### src/rtl/apb_uart_pkg.sv
// rtl/apb_uart_pkg.sv - shared types and constants for the APB requester
package apb_uart_pkg;

  typedef enum logic [1:0] {
    IDLE   = 2'd0,
    SETUP  = 2'd1,
    ACCESS = 2'd2,
    RESP   = 2'd3
  } apb_req_state_e;

  localparam int unsigned DEFAULT_APB_TIMEOUT = 256;

endpackage

### src/rtl/apb_requester.sv
// rtl/apb_requester.sv - APB4 requester: valid/ready request in, APB transfer, valid/ready response out
module apb_requester
  import apb_uart_pkg::*;
#(
  parameter int unsigned ADDR_WIDTH     = 5,
  parameter int unsigned DATA_WIDTH     = 32,
  parameter int unsigned TIMEOUT_CYCLES = DEFAULT_APB_TIMEOUT
) (
  input  logic                    clk_i,
  input  logic                    arst_ni,
  input  logic                    req_valid_i,
  output logic                    req_ready_o,
  input  logic [ADDR_WIDTH-1:0]   req_addr_i,
  input  logic                    req_we_i,
  input  logic [DATA_WIDTH-1:0]   req_wdata_i,
  input  logic [DATA_WIDTH/8-1:0] req_strb_i,
  output logic                    rsp_valid_o,
  input  logic                    rsp_ready_i,
  output logic [DATA_WIDTH-1:0]   rsp_rdata_o,
  output logic                    rsp_err_o,
  output logic                    rsp_timeout_o,
  output logic                    busy_o,
  output logic                    psel_o,
  output logic                    penable_o,
  output logic [ADDR_WIDTH-1:0]   paddr_o,
  output logic                    pwrite_o,
  output logic [DATA_WIDTH-1:0]   pwdata_o,
  output logic [DATA_WIDTH/8-1:0] pstrb_o,
  input  logic                    pready_i,
  input  logic [DATA_WIDTH-1:0]   prdata_i,
  input  logic                    pslverr_i
);

  localparam int unsigned STRB_WIDTH = DATA_WIDTH / 8;
  localparam int unsigned CNT_WIDTH  = (TIMEOUT_CYCLES > 0) ? $clog2(TIMEOUT_CYCLES + 1) : 1;
  localparam bit          TIMEOUT_EN = (TIMEOUT_CYCLES != 0);
  // Abort fires on the ACCESS cycle whose increment would reach the limit.
  localparam logic [CNT_WIDTH-1:0] CNT_LAST =
    CNT_WIDTH'((TIMEOUT_CYCLES > 0) ? (TIMEOUT_CYCLES - 1) : 0);

  apb_req_state_e          state_q, state_d;
  logic                    psel_q, psel_d;
  logic                    penable_q, penable_d;
  logic [ADDR_WIDTH-1:0]   paddr_q, paddr_d;
  logic                    pwrite_q, pwrite_d;
  logic [DATA_WIDTH-1:0]   pwdata_q, pwdata_d;
  logic [STRB_WIDTH-1:0]   pstrb_q, pstrb_d;
  logic [DATA_WIDTH-1:0]   rsp_rdata_q, rsp_rdata_d;
  logic                    rsp_err_q, rsp_err_d;
  logic                    rsp_timeout_q, rsp_timeout_d;
  logic [CNT_WIDTH-1:0]    cnt_q, cnt_d;
  logic                    timeout_hit;

  assign timeout_hit = TIMEOUT_EN && (cnt_q == CNT_LAST);

  always_comb begin
    state_d       = state_q;
    psel_d        = psel_q;
    penable_d     = penable_q;
    paddr_d       = paddr_q;
    pwrite_d      = pwrite_q;
    pwdata_d      = pwdata_q;
    pstrb_d       = pstrb_q;
    rsp_rdata_d   = rsp_rdata_q;
    rsp_err_d     = rsp_err_q;
    rsp_timeout_d = rsp_timeout_q;
    cnt_d         = cnt_q;
    case (state_q)
      IDLE: begin
        if (req_valid_i) begin
          state_d   = SETUP;
          psel_d    = 1'b1;
          penable_d = 1'b0;
          paddr_d   = req_addr_i;
          pwrite_d  = req_we_i;
          pwdata_d  = req_we_i ? req_wdata_i : '0;
          pstrb_d   = req_we_i ? req_strb_i : '0;
          cnt_d     = '0;
        end
      end
      SETUP: begin
        state_d   = ACCESS;
        penable_d = 1'b1;
      end
      ACCESS: begin
        // Completion takes priority over a timeout landing on the same cycle.
        if (pready_i) begin
          state_d       = RESP;
          psel_d        = 1'b0;
          penable_d     = 1'b0;
          rsp_err_d     = pslverr_i;
          rsp_timeout_d = 1'b0;
          rsp_rdata_d   = pwrite_q ? '0 : prdata_i;
        end else if (timeout_hit) begin
          state_d       = RESP;
          psel_d        = 1'b0;
          penable_d     = 1'b0;
          rsp_err_d     = 1'b1;
          rsp_timeout_d = 1'b1;
          rsp_rdata_d   = '0;
        end else begin
          cnt_d = cnt_q + 1'b1;
        end
      end
      RESP: begin
        if (rsp_ready_i) state_d = IDLE;
      end
      default: begin
        state_d   = IDLE;
        psel_d    = 1'b0;
        penable_d = 1'b0;
      end
    endcase
  end

  always_ff @(posedge clk_i or negedge arst_ni) begin
    if (!arst_ni) begin
      state_q       <= IDLE;
      psel_q        <= 1'b0;
      penable_q     <= 1'b0;
      paddr_q       <= '0;
      pwrite_q      <= 1'b0;
      pwdata_q      <= '0;
      pstrb_q       <= '0;
      rsp_rdata_q   <= '0;
      rsp_err_q     <= 1'b0;
      rsp_timeout_q <= 1'b0;
      cnt_q         <= '0;
    end else begin
      state_q       <= state_d;
      psel_q        <= psel_d;
      penable_q     <= penable_d;
      paddr_q       <= paddr_d;
      pwrite_q      <= pwrite_d;
      pwdata_q      <= pwdata_d;
      pstrb_q       <= pstrb_d;
      rsp_rdata_q   <= rsp_rdata_d;
      rsp_err_q     <= rsp_err_d;
      rsp_timeout_q <= rsp_timeout_d;
      cnt_q         <= cnt_d;
    end
  end

  assign req_ready_o   = (state_q == IDLE);
  assign rsp_valid_o   = (state_q == RESP);
  assign busy_o        = (state_q != IDLE);
  assign psel_o        = psel_q;
  assign penable_o     = penable_q;
  assign paddr_o       = paddr_q;
  assign pwrite_o      = pwrite_q;
  assign pwdata_o      = pwdata_q;
  assign pstrb_o       = pstrb_q;
  assign rsp_rdata_o   = rsp_rdata_q;
  assign rsp_err_o     = rsp_err_q;
  assign rsp_timeout_o = rsp_timeout_q;

endmodule

### config.mk
export PLATFORM = sky130hd
export DESIGN_NAME = apb_requester
export DESIGN_NICKNAME = d
export VERILOG_FILES = /design/src/rtl/apb_uart_pkg.sv /design/src/rtl/apb_requester.sv
export SDC_FILE = /design/constraint.sdc
export NUM_CORES = 1
export LEC_CHECK = 0
export ABC_AREA = 0
export CORE_ASPECT_RATIO = 1.1
export CORE_UTILIZATION = 38
export DETAILED_ROUTE_END_ITERATION = 10
export GPL_TIMING_DRIVEN = 0
export PLACE_DENSITY_LB_ADDON = 0.3
export SYNTH_ARGS = -nofsm -noshare
export SYNTH_HDL_FRONTEND = slang
export SYNTH_SLANG_ARGS = --single-unit
### constraint.sdc
create_clock -name clk_i -period 2 [get_ports clk_i]
set_input_delay 0.2 -clock clk_i [delete_from_list [all_inputs] [get_ports clk_i]]
set_output_delay 0.2 -clock clk_i [all_outputs]
set_load 0.005 [all_outputs]
==> impl_summary.txt, run 1 <==
----------------------------------------------------
[Logic synthesis]
  Asr flop ratio synth ... 100.0%
  Post-synth design cell area ... 3645 sq um
  Biggest area contributors in the synthesized netlist ... dfrtp_1 61%, nand2_1 10%, o21ai_0 5.4%
  Flip-flop and latch count after synthesis ... 89
  Gate Count Post-Synth ... 350
  Dominant register cell in the synthesized netlist ... dfrtp_1
  Synthesis warning total ... 0
  Number of synthesized flops with an enable pin ... 0
  Number of distinct library cell variants in the gate-level netlist after synthesis ... 31
  Post-Synthesis Net Count ... 437
  Mean instance size in the synthesized netlist ... 10.41 sq um
  Fraction of synthesized cell area taken by the top area cell type ... 61.11%
  Register area share after synthesis ... 61.11%
  Cell type contributing the most total cell area after synthesis ... dfrtp_1

[Finish]
  Final cell utilization of the core ... 62.66%
  Total Nets Final ... 614
  Final Non-Filler Cells ... 649
  Layout area overhead ... 60.76%
  Total inserted antenna cells ... 0
  Layout cells sized above 1 ... 9.774%

[Drt]
  Starting DRT DRC Count ... 79
  Routed vias ... 3205
  Vias/cell ... 4.938
  Drt pass-1 iters ... 4
  Antenna-violating nets left ... 0
  DRC violation count after routing ... 0
  Final Routed Wirelength ... 9.578 mm
  Wirelength per Cell ... 14.76 microns

[Timing]
  Max-slew headroom at the worst pin ... 69.32%
  Fin crit share ... 96.48%
  Sum of negative setup slack ... 0 ps
  RSZ-0062 raised after global routing ... yes
  Worst-margin pin slew ... 450.5 ps
  Final clock skew ... 5.256 ps
  Maximum clock rate ... 518.2 MHz
  Clock period minus worst slack ... 1930 ps
  Final setup violation count ... 0
  Final max-slew violation count ... 0
  WHS ... 258.9 ps
  Final number of hold-violating endpoints ... 0

[Worst setup path]
  Crit path cell chain ... ha_4, nand3_1, nor2_1, ha_2, o21a_1, or4_1, a21boi_2
  Highest net fanout along the worst path ... 4
  Category of the worst setup path launch point ... flop
  Arrival time at the worst endpoint ... 2220 ps
  Delay of the slowest cell on the worst path ... 550 ps
  Required @ worst endpoint ... 2290 ps
  Category of the worst setup path capture point ... flop
  Slowest-stage cell, CP ... or4_1
  Reg2Reg Setup Slack ... 70 ps
  Critical path buffer and inverter count ... 0
  Worst reg2reg path startpoint ... cnt_q[1]$_DFFE_PN0P_
  Class of the most critical setup path ... reg2reg
  Timing startpoint of the critical path ... cnt_q[1]$_DFFE_PN0P_
  Crit path max-delay family ... simple AND/OR/NAND/NOR gates

[Global route]
  GRT overflow ... 0
  Antenna violations before repair ... 0
  Wire length of the first global-routing pass ... 15.27 mm
  Number of global-route vias before repair ... 3204
  Aggregate global-route resource usage ... 19.82%
  Pin count of the biggest net entering global routing ... 65

[Clock network]
  Register clock-pin slew on the reported worst setup and hold paths ... 80 ps
  Cell chosen for the clock root ... clkbuf_8
  Number of levels the H-tree was split into ... 3
  Clock net sink count ... 89
  Clock Latency Late Sink ... 360 ps
  TritonCTS clock tree ... done
  CTS Buf Count ... 9
  Largest buffer count on any clock path ... 2

[Placed design]
  Hpwl dp ... 6.850 mm
  Number of placed instances, taps included ... 627
  GP Congestion ... 0.8242
  Number of buffers inserted by port buffering ... 159

[Outcome]
  Run status ... completed

[Power and ir drop]
  Power Density ... 1368 nW/um^2
  Total Power Consumption ... 8.015 mW
  Leak Pwr ... 2.580 nW
  Largest vdd supply drop ... 0.6329 mV

[Run]
  Max-capacitance violation count ... 0

[Die]
  Core area ... 9351 sq um
  Starting utilization of the core area ... 38.98%
  Number of placement rows ... 37
  Die ar. ... 9988 sq um
  Die Y ... 104.7 microns
  Number of top-level design ports ... 161
  Die Wd ... 95.38 microns

[Min path]
  Source of the worst hold timing path ... req_we_i
  Worst min-delay path category ... in2reg

----------------------------------------------------
## layout by cell type (no fill, tap or decap), drive strengths merged, types with 5 or more instances in the layout
| cell type | count |
|---|---|
| a22o | 21 |
| buf | 13 |
| bufinv | 5 |
| clkbuf | 27 |
| clkdlybuf4s50 | 158 |
| dfrtp | 89 |
| ha | 7 |
| inv | 7 |
| mux2 | 8 |
| mux2i | 5 |
| nand2 | 100 |
| nand2b | 5 |
| nand3 | 14 |
| o21ai | 40 |
## cells in the mapped netlist, drive strengths merged (2+ instances only)
library cell / n
nand2: 100
dfrtp: 89
o21ai: 40
a22o: 21
clkbuf: 17
nand3: 14
mux2: 8
ha: 7
inv: 7
buf: 5
mux2i: 5
nand2b: 5
nor2: 4
o31ai: 4
nand4: 3
nor2b: 3
a21boi: 2
a21oi: 2
nor3: 2
nor4b: 2
o2bb2ai: 2
or4: 2
## registers in the layout (all words and copies together), names as in the netlist
signal and count:
cnt_q 9, pwdata_o 32, rsp_err_o 1, penable_o 1, paddr_o 5, psel_o 1
rsp_timeout_o 1, rsp_rdata_o 32, pstrb_o 4, pwrite_o 1, state_q 2
## timing repair
action | CTS | global route
hold buffers | 1 | 0
pin swaps | 0 | 2
gates resized for setup | 14 | 17
endpoints found under the setup margin | 47 | 45
buffers inserted | 1 | 4
endpoints found under the hold margin | 25 | 0
## worst reg2reg max path, stage by stage (launching register included)
cell	delay, ps
dfrtp_1	430
ha_4	190
nand3_1	60
nor2_1	50
ha_2	220
o21a_1	200
or4_1	550
a21boi_2	160
## final cells by class
cell class | count | area, sq um
Inverter | 7 | 26.28
Clock inverter | 5 | 150.1
Fill cell | 803 | 3492
Tap cell | 117 | 146.4
Multi-Input combinational cell | 232 | 1399
Buffer | 22 | 103.9
Clock buffer | 11 | 141.4
Timing Repair Buffer | 166 | 1664
Sequential cell | 89 | 2228
## routing by layer
metal | wire, microns | share of wire [%] | vias up | track usage, %
met1 | 3869 | 40 | 1524 | 22.92
met4 | 155 | 1.6 | 0 | 8.316
li1 | - | - | 1543 | -
met2 | 4639 | 48 | 128 | 32.86
met5 | 0 | 0 | - | 0
met3 | 914 | 9.5 | 10 | 6.914
## final timing paths
check / depth (start not counted) / end
worst min-delay path: 3 / pwdata_o[0]$_DFFE_PN0P_
max in group asynchronous: 3 / pstrb_o[2]$_DFFE_PN0P_
worst max-delay path: 7 / cnt_q[4]$_DFFE_PN0P_
worst min register to register: 2 / rsp_rdata_o[0]$_DFFE_PN0P_
worst max register to register: 7 / cnt_q[4]$_DFFE_PN0P_
min in group asynchronous: 2 / rsp_rdata_o[5]$_DFFE_PN0P_
## kinds of logic after synthesis
logic type | count (synthesis) | share of synthesized area, %
compound gates | 74 | 13.15
mux | 13 | 3.948
flops | 89 | 61.11
buf+inv | 29 | 3.124
simple gates | 138 | 16.27
fa+ha+maj | 7 | 2.403
## metrics by stage
step                      instance area, sq um  worst slack, ps
after floorplan                           3645            97.17
after global placement                    5383            -2474
after detailed placement                  5408           -141.2
after CTS                                 5781            1.083
after global routing                      5859           -39.92
final                                     5859            70.37
## report_power, final
| group | leakage (nW) | internal, mW | switching (mW) |
|---|---|---|---|
| registers | 1.16 | 2.53 | 0.442 |
| logic | 1.28 | 1.99 | 1.30 |
| clock network | 0.144 | 1.12 | 0.628 |
Power figures use the tool's default switching activity.
==> run 2, diff against run 1 <==
--- a/config.mk
+++ b/config.mk
@@ -11,6 +11,7 @@
 export DETAILED_ROUTE_END_ITERATION = 10
 export GPL_TIMING_DRIVEN = 0
 export PLACE_DENSITY_LB_ADDON = 0.3
+export SKIP_LAST_GASP = 1
 export SYNTH_ARGS = -nofsm -noshare
 export SYNTH_HDL_FRONTEND = slang
 export SYNTH_SLANG_ARGS = --single-unit
==> run 2 against run 1 <==
Compared with the run above: final cell count did not move; sequential share of layout area up 0.081 points; highest routed layer unchanged; total power about the same; via count fell by 0.28%; critical endpoint is now req_ready_o; non-clock buffer count unchanged.
==> impl_summary.txt, run 2 (synthesized netlist as in run 1, its figures left out) <==
----------------------------------------------------
[Drt]
  Antenna-violating nets left ... 0 (unchanged)
  Final Routed Wirelength ... 9.543 mm (-0.37%)
  Met2 wire length ... 4.609 mm (-0.65%)
  Met3 routed wirelength ... 901 microns (-1.4%)
  Starting DRT DRC Count ... 91 (+15%)
  Uppermost routed layer ... met4
  Wire length on met1 ... 3.876 mm (+0.18%)
  Drt pass-1 iters ... 4 (unchanged)
  DRC violation count after routing ... 0 (unchanged)
  Vias/cell ... 4.924 (-0.28%)
  Routed vias ... 3196 (-0.28%)
  Wirelength per Cell ... 14.70 microns (-0.37%)

[Timing]
  Clock period minus worst slack ... 1920 ps (-9.342 ps)
  Max-slew headroom at the worst pin ... 68.63% (-0.70 points)
  RSZ-0062 raised after global routing ... yes
  Worst-margin pin slew ... 470.6 ps (+20.08 ps)
  Fin crit share ... 96.01% (-0.47 points)
  Final clock skew ... 6.341 ps (+1.085 ps)
  Final number of hold-violating endpoints ... 0 (unchanged)
  Least setup slack across all paths after layout ... 79.71 ps (+9.342 ps)
  Final max-slew violation count ... 0 (unchanged)
  Final setup violation count ... 0 (unchanged)
  Maximum clock rate ... 520.8 MHz (+0.49%)

[Global route]
  Antenna violations before repair ... 0 (unchanged)
  Aggregate global-route resource usage ... 19.76% (-0.061 points)
  GRT overflow ... 0 (unchanged)
  Pin count of the biggest net entering global routing ... 65 (unchanged)
  Number of global-route vias before repair ... 3196 (-0.25%)
  Wire length of the first global-routing pass ... 15.21 mm (-0.41%)

[Clock network]
  Largest buffer count on any clock path ... 2 (unchanged)
  Number of levels the H-tree was split into ... 3 (unchanged)
  TritonCTS clock tree ... done
  Register clock-pin slew on the reported worst setup and hold paths ... 80 ps (about the same)
  Cell chosen for the clock root ... clkbuf_8
  Clock net sink count ... 89 (unchanged)
  Clock Latency Late Sink ... 360 ps (about the same)
  CTS Buf Count ... 9 (unchanged)

[Finish]
  Layout cells sized above 1 ... 9.586% (-0.19 points)
  Commonest non-fill, non-tap cells in the layout ... 158 x clkdlybuf4s50_1, 100 x nand2_1, 88 x dfrtp_1
  Total Nets Final ... 614 (unchanged)
  Final cell utilization of the core ... 62.52% (-0.13 points)
  Layout area overhead ... 60.42%
  Most common cell after layout, fill and taps aside ... clkdlybuf4s50_1
  Total inserted antenna cells ... 0 (unchanged)
  Final design area excluding fillers ... 5847 sq um (-0.21%)

[Worst setup path]
  Slowest-stage cell, CP ... clkdlybuf4s50_1
  Category of the worst setup path capture point ... output pin
  Delay of the slowest cell on the worst path ... 540 ps (about the same)
  Critical path buffer and inverter count ... 2 (+2)
  Required @ worst endpoint ... 1800 ps (-490 ps)
  Crit path max-delay family ... buffers and inverters
  Category of the worst setup path launch point ... flop
  Arrival time at the worst endpoint ... 1720 ps (-500 ps)
  Class of the most critical setup path ... reg2out
  Highest net fanout along the worst path ... 7 (+3)
  Crit path cell chain ... inv_1, ha_2, clkdlybuf4s50_1

[Die]
  Die Y ... 104.7 microns (unchanged)
  Number of placement rows ... 37 (unchanged)
  Die ar. ... 9988 sq um (unchanged)
  Core area ... 9351 sq um (unchanged)
  Starting utilization of the core area ... 38.98% (unchanged)
  Die Wd ... 95.38 microns (unchanged)
  Number of top-level design ports ... 161 (unchanged)

[Placed design]
  Hpwl dp ... 6.850 mm (unchanged)
  Number of buffers inserted by port buffering ... 159 (unchanged)
  Cell area reported after detailed placement ... 5408 sq um (unchanged)
  GP Congestion ... 0.8242 (unchanged)
  Worst slack after detailed placement ... -141.2 ps (unchanged)

[Power and ir drop]
  Switching power ... 2.366 mW (-0.33%)
  Sequential share of power ... 37.1% (about the same)
  Largest vdd supply drop ... 0.6333 mV (about the same)
  Internal cell power ... 5.648 mW (+0.13%)
  Leak Pwr ... 2.580 nW (about the same)
  Comb power frac ... 41.2% (about the same)
  Power share of the clock group ... 21.7% (about the same)
  Fraction of power spent switching nets ... 29.52% (-0.097 points)
  Power Density ... 1371 nW/um^2 (+0.21%)

[Outcome]
  Run status ... completed

[Min path]
  Worst min-delay path category ... in2reg

[Run]
  Max-capacitance violation count ... 0 (unchanged)

----------------------------------------------------
run 2: changes by cell type in the layout (fill, tap and decap cells not counted), sizes merged:
cell,before,now
buf,13,12
clkbuf,27,28
run 2: power groups by stage:
| stage | Sequential (mW) | Combinational, mW | Clock (mW) |
|---|---|---|---|
| floorplan | 3.01 | 1.16 | 0 |
| global placement | 2.96 | 3.09 | 0 |
| detailed placement | 3.00 | 3.15 | 0 |
| CTS | 2.97 | 3.23 | 1.79 |
| global route | 3.06 | 3.65 | 1.86 |
| finish | 2.97 | 3.30 | 1.74 |
run 2: what timing repair did:
| action | 4_1_cts | 5_1_grt |
|---|---|---|
| hold buffers | 1 | 0 |
| pin swaps | 0 | 2 |
| hold endpoints to repair | 25 | 0 |
| gates resized for setup | 13 | 14 |
| buffers inserted | 1 | 4 |
| endpoints found under the setup margin | 47 | 45 |
run 2: final cells by class:
type	count	area (sq um)
fill	803	3505
sequential	89	2228
timing repair buffer	166	1664
multi-input combinational	232	1386
clock inverter	5	150.1
tap	117	146.4
clock buffer	11	141.4
buffer	22	103.9
inverter	7	26.28
run 2: routing by layer:
metal  up-vias  track usage (%)
met5         -                0
met4         0            8.316
met3        10            6.914
met2       124            32.86
met1      1517            22.73
li1       1545                -
run 2: worst min-delay path: stages:
cell,delay (ps)
clkbuf_1,220
nand2_1,100
o21ai_0,60
run 2: worst paths after layout:
| path | startpoint | endpoint | slack [ps] | cells past startpoint |
|---|---|---|---|---|
| min | req_we_i | pwdata_o[0]$_DFFE_PN0P_ | 260 | 3 |
| max in group asynchronous | arst_ni | pstrb_o[2]$_DFFE_PN0P_ | 1060 | 3 |
| min reg2reg | rsp_rdata_o[7]$_DFFE_PN0P_ | rsp_rdata_o[7]$_DFFE_PN0P_ | 480 | 2 |
| max | state_q[0]$_DFFE_PN0P_ | req_ready_o | 80 | 3 |
| min in group asynchronous | arst_ni | rsp_rdata_o[5]$_DFFE_PN0P_ | 300 | 2 |
| max reg2reg | cnt_q[0]$_DFFE_PN0P_ | cnt_q[4]$_DFFE_PN0P_ | 90 | 7 |
run 2: per-stage QoR:
step                      total power, mW  TNS, ps  instances  hold slack, ps
after detailed placement            6.157    -3863        627           143.0
after CTS                           8.001   -3.592        645           252.5
after global routing                8.575   -140.8        649           293.8
after global placement              6.050  -223310        626           451.4
final                               8.015        0        649           259.9
after floorplan                     4.165        0        350          -95.59
==> run 3, diff against run 2 <==
--- a/config.mk
+++ b/config.mk
@@ -6,10 +6,12 @@
 export NUM_CORES = 1
 export LEC_CHECK = 0
 export ABC_AREA = 0
+export CAP_MARGIN = 25
 export CORE_ASPECT_RATIO = 1.1
 export CORE_UTILIZATION = 38
 export DETAILED_ROUTE_END_ITERATION = 10
 export GPL_TIMING_DRIVEN = 0
+export HOLD_SLACK_MARGIN = 0.05
 export PLACE_DENSITY_LB_ADDON = 0.3
 export SKIP_LAST_GASP = 1
 export SYNTH_ARGS = -nofsm -noshare
==> run 3 against run 2 <==
Compared with the run above: clock power is essentially flat; largest power group unchanged; non-clock buffer count is the same; die area is the same; flip-flop and latch count is the same; global-route usage is the same; combinational power is essentially flat; fmax is the same.
==> impl_summary.txt, run 3 (synthesized netlist as in run 1, its figures left out) <==
----------------------------------------------------
[Outcome]
  Run status ... completed

[Clock network]
  Cell chosen for the clock root ... clkbuf_8
  Clock net sink count ... 89 (unchanged)
  Register clock-pin slew on the reported worst setup and hold paths ... 80 ps (about the same)
  Number of levels the H-tree was split into ... 3 (unchanged)
  Clock Latency Late Sink ... 360 ps (about the same)
  TritonCTS clock tree ... done
  CTS Buf Count ... 9 (unchanged)
  Largest buffer count on any clock path ... 2 (unchanged)

[Die]
  Starting utilization of the core area ... 38.98% (unchanged)
  Number of top-level design ports ... 161 (unchanged)
  Number of placement rows ... 37 (unchanged)
  Core area ... 9351 sq um (unchanged)
  Die Y ... 104.7 microns (unchanged)
  Die ar. ... 9988 sq um (unchanged)
  Die Wd ... 95.38 microns (unchanged)

[Worst setup path]
  Highest net fanout along the worst path ... 7 (unchanged)
  Crit path cell chain ... inv_1, ha_2, clkdlybuf4s50_1
  Slowest-stage cell, CP ... clkdlybuf4s50_1
  Timing startpoint of the critical path ... state_q[0]$_DFFE_PN0P_
  Category of the worst setup path capture point ... output pin
  Delay of the slowest cell on the worst path ... 540 ps (about the same)
  Category of the worst setup path launch point ... flop
  Class of the most critical setup path ... reg2out
  Worst reg2reg path startpoint ... cnt_q[0]$_DFFE_PN0P_
  Crit path max-delay family ... buffers and inverters
  Required @ worst endpoint ... 1800 ps (about the same)
  Arrival time at the worst endpoint ... 1720 ps (about the same)
  Critical path buffer and inverter count ... 2 (unchanged)

[Finish]
  Area used by sequential logic in the layout ... 2228 sq um (unchanged)
  Layout area overhead ... 60.42% (unchanged)
  Most common cell after layout, fill and taps aside ... clkdlybuf4s50_1
  Total Nets Final ... 614 (unchanged)
  Total inserted antenna cells ... 0 (unchanged)
  Final Non-Filler Cells ... 649 (unchanged)
  Layout cells sized above 1 ... 9.586% (unchanged)
  Multi-input logic area ... 1386 sq um (unchanged)
  Final cell utilization of the core ... 62.52% (unchanged)
  Fillers ... 803 (unchanged)
  Commonest non-fill, non-tap cells in the layout ... 158 x clkdlybuf4s50_1, 100 x nand2_1, 88 x dfrtp_1

[Global route]
  Number of global-route vias before repair ... 3196 (unchanged)
  Aggregate global-route resource usage ... 19.76% (unchanged)
  GRT overflow ... 0 (unchanged)
  Wire length of the first global-routing pass ... 15.21 mm (unchanged)
  Antenna violations before repair ... 0 (unchanged)
  Pin count of the biggest net entering global routing ... 65 (unchanged)

[Placed design]
  GP Congestion ... 0.8242 (unchanged)
  Hpwl dp ... 6.850 mm (unchanged)
  Number of buffers inserted by port buffering ... 159 (unchanged)
  Number of placed instances, taps included ... 627 (unchanged)

[Timing]
  Maximum clock rate ... 520.8 MHz (unchanged)
  Clock period minus worst slack ... 1920 ps (unchanged)
  Final max-slew violation count ... 0 (unchanged)
  Fin crit share ... 96.01% (unchanged)
  Max-slew headroom at the worst pin ... 68.63% (unchanged)
  Final number of hold-violating endpoints ... 0 (unchanged)
  Final clock skew ... 6.341 ps (unchanged)
  RSZ-0062 raised after global routing ... yes
  Final setup violation count ... 0 (unchanged)
  Worst-margin pin slew ... 470.6 ps (unchanged)

[Power and ir drop]
  Leak Pwr ... 2.580 nW (unchanged)
  Total Power Consumption ... 8.015 mW (unchanged)
  Power Density ... 1371 nW/um^2 (unchanged)
  Largest vdd supply drop ... 0.6333 mV (unchanged)

[Drt]
  DRC violation count after routing ... 0 (unchanged)
  Vias/cell ... 4.924 (unchanged)
  Wirelength per Cell ... 14.70 microns (unchanged)
  Starting DRT DRC Count ... 91 (unchanged)
  Final Routed Wirelength ... 9.543 mm (unchanged)
  Routed vias ... 3196 (unchanged)
  Antenna-violating nets left ... 0 (unchanged)
  Drt pass-1 iters ... 4 (unchanged)

[Run]
  Max-capacitance violation count ... 0 (unchanged)

[Min path]
  Worst min-delay path category ... in2reg
  Source of the worst hold timing path ... req_we_i

----------------------------------------------------
-- run 3: cell counts in the layout (fill, tap and decap cells not counted) --
No cell type changed its count.
-- run 3: repair_timing --
item,4_1_cts,5_1_grt
endpoints found under the setup margin,47,45
resized for setup,13,14
hold buffers,1,0
hold endpoints to repair,25,0
pin swaps,0,2
buffers inserted,1,4
-- run 3: path summary, 6_finish.rpt --
| kind | endpoint | slack, ps | cells after the start |
|---|---|---|---|
| min reg2reg | rsp_rdata_o[7]$_DFFE_PN0P_ | 480 | 2 |
| max | req_ready_o | 80 | 3 |
| max in group asynchronous | pstrb_o[2]$_DFFE_PN0P_ | 1060 | 3 |
| min | pwdata_o[0]$_DFFE_PN0P_ | 260 | 3 |
| max reg2reg | cnt_q[4]$_DFFE_PN0P_ | 90 | 7 |
| min in group asynchronous | rsp_rdata_o[5]$_DFFE_PN0P_ | 300 | 2 |
-- run 3: through the flow --
stage | instance area [sq um] | setup slack [ps] | hold WS (ps) | TNS, ps
after floorplan | 3645 | 97.17 | -95.59 | 0
after global placement | 5383 | -2474 | 451.4 | -223310
after detailed placement | 5408 | -141.2 | 143.0 | -3863
after CTS | 5772 | -3.592 | 252.5 | -3.592
after global routing | 5847 | -40.54 | 293.8 | -140.8
final | 5847 | 79.71 | 259.9 | 0
-- run 3: cell type report --
| class | instances | area share [%] |
|---|---|---|
| well taps | 117 | 2.504 |
| multi-input cells | 232 | 23.71 |
| clock buffers | 11 | 2.418 |
| inverters | 7 | 0.4494 |
| flip-flops and latches | 89 | 38.11 |
| clock inverters | 5 | 2.568 |
| repair buffers | 166 | 28.46 |
| plain buffers | 22 | 1.776 |
-- run 3: tightest hold or removal path, cell delays in order --
cell,delay (ps)
clkbuf_1,220
nand2_1,100
o21ai_0,60
-- run 3: report_power, final --
group,internal [mW],total (mW),switching (mW)
clock network,1.12,1.74,0.626
logic,2.00,3.30,1.30
registers,2.53,2.97,0.441
-- run 3: routing by layer --
metal,track usage (%),vias up,share of wire [%]
li1,-,1545,-
met5,0,-,0
met3,6.914,10,9.4
met2,32.86,124,48
met4,8.316,0,1.6
met1,22.73,1517,41
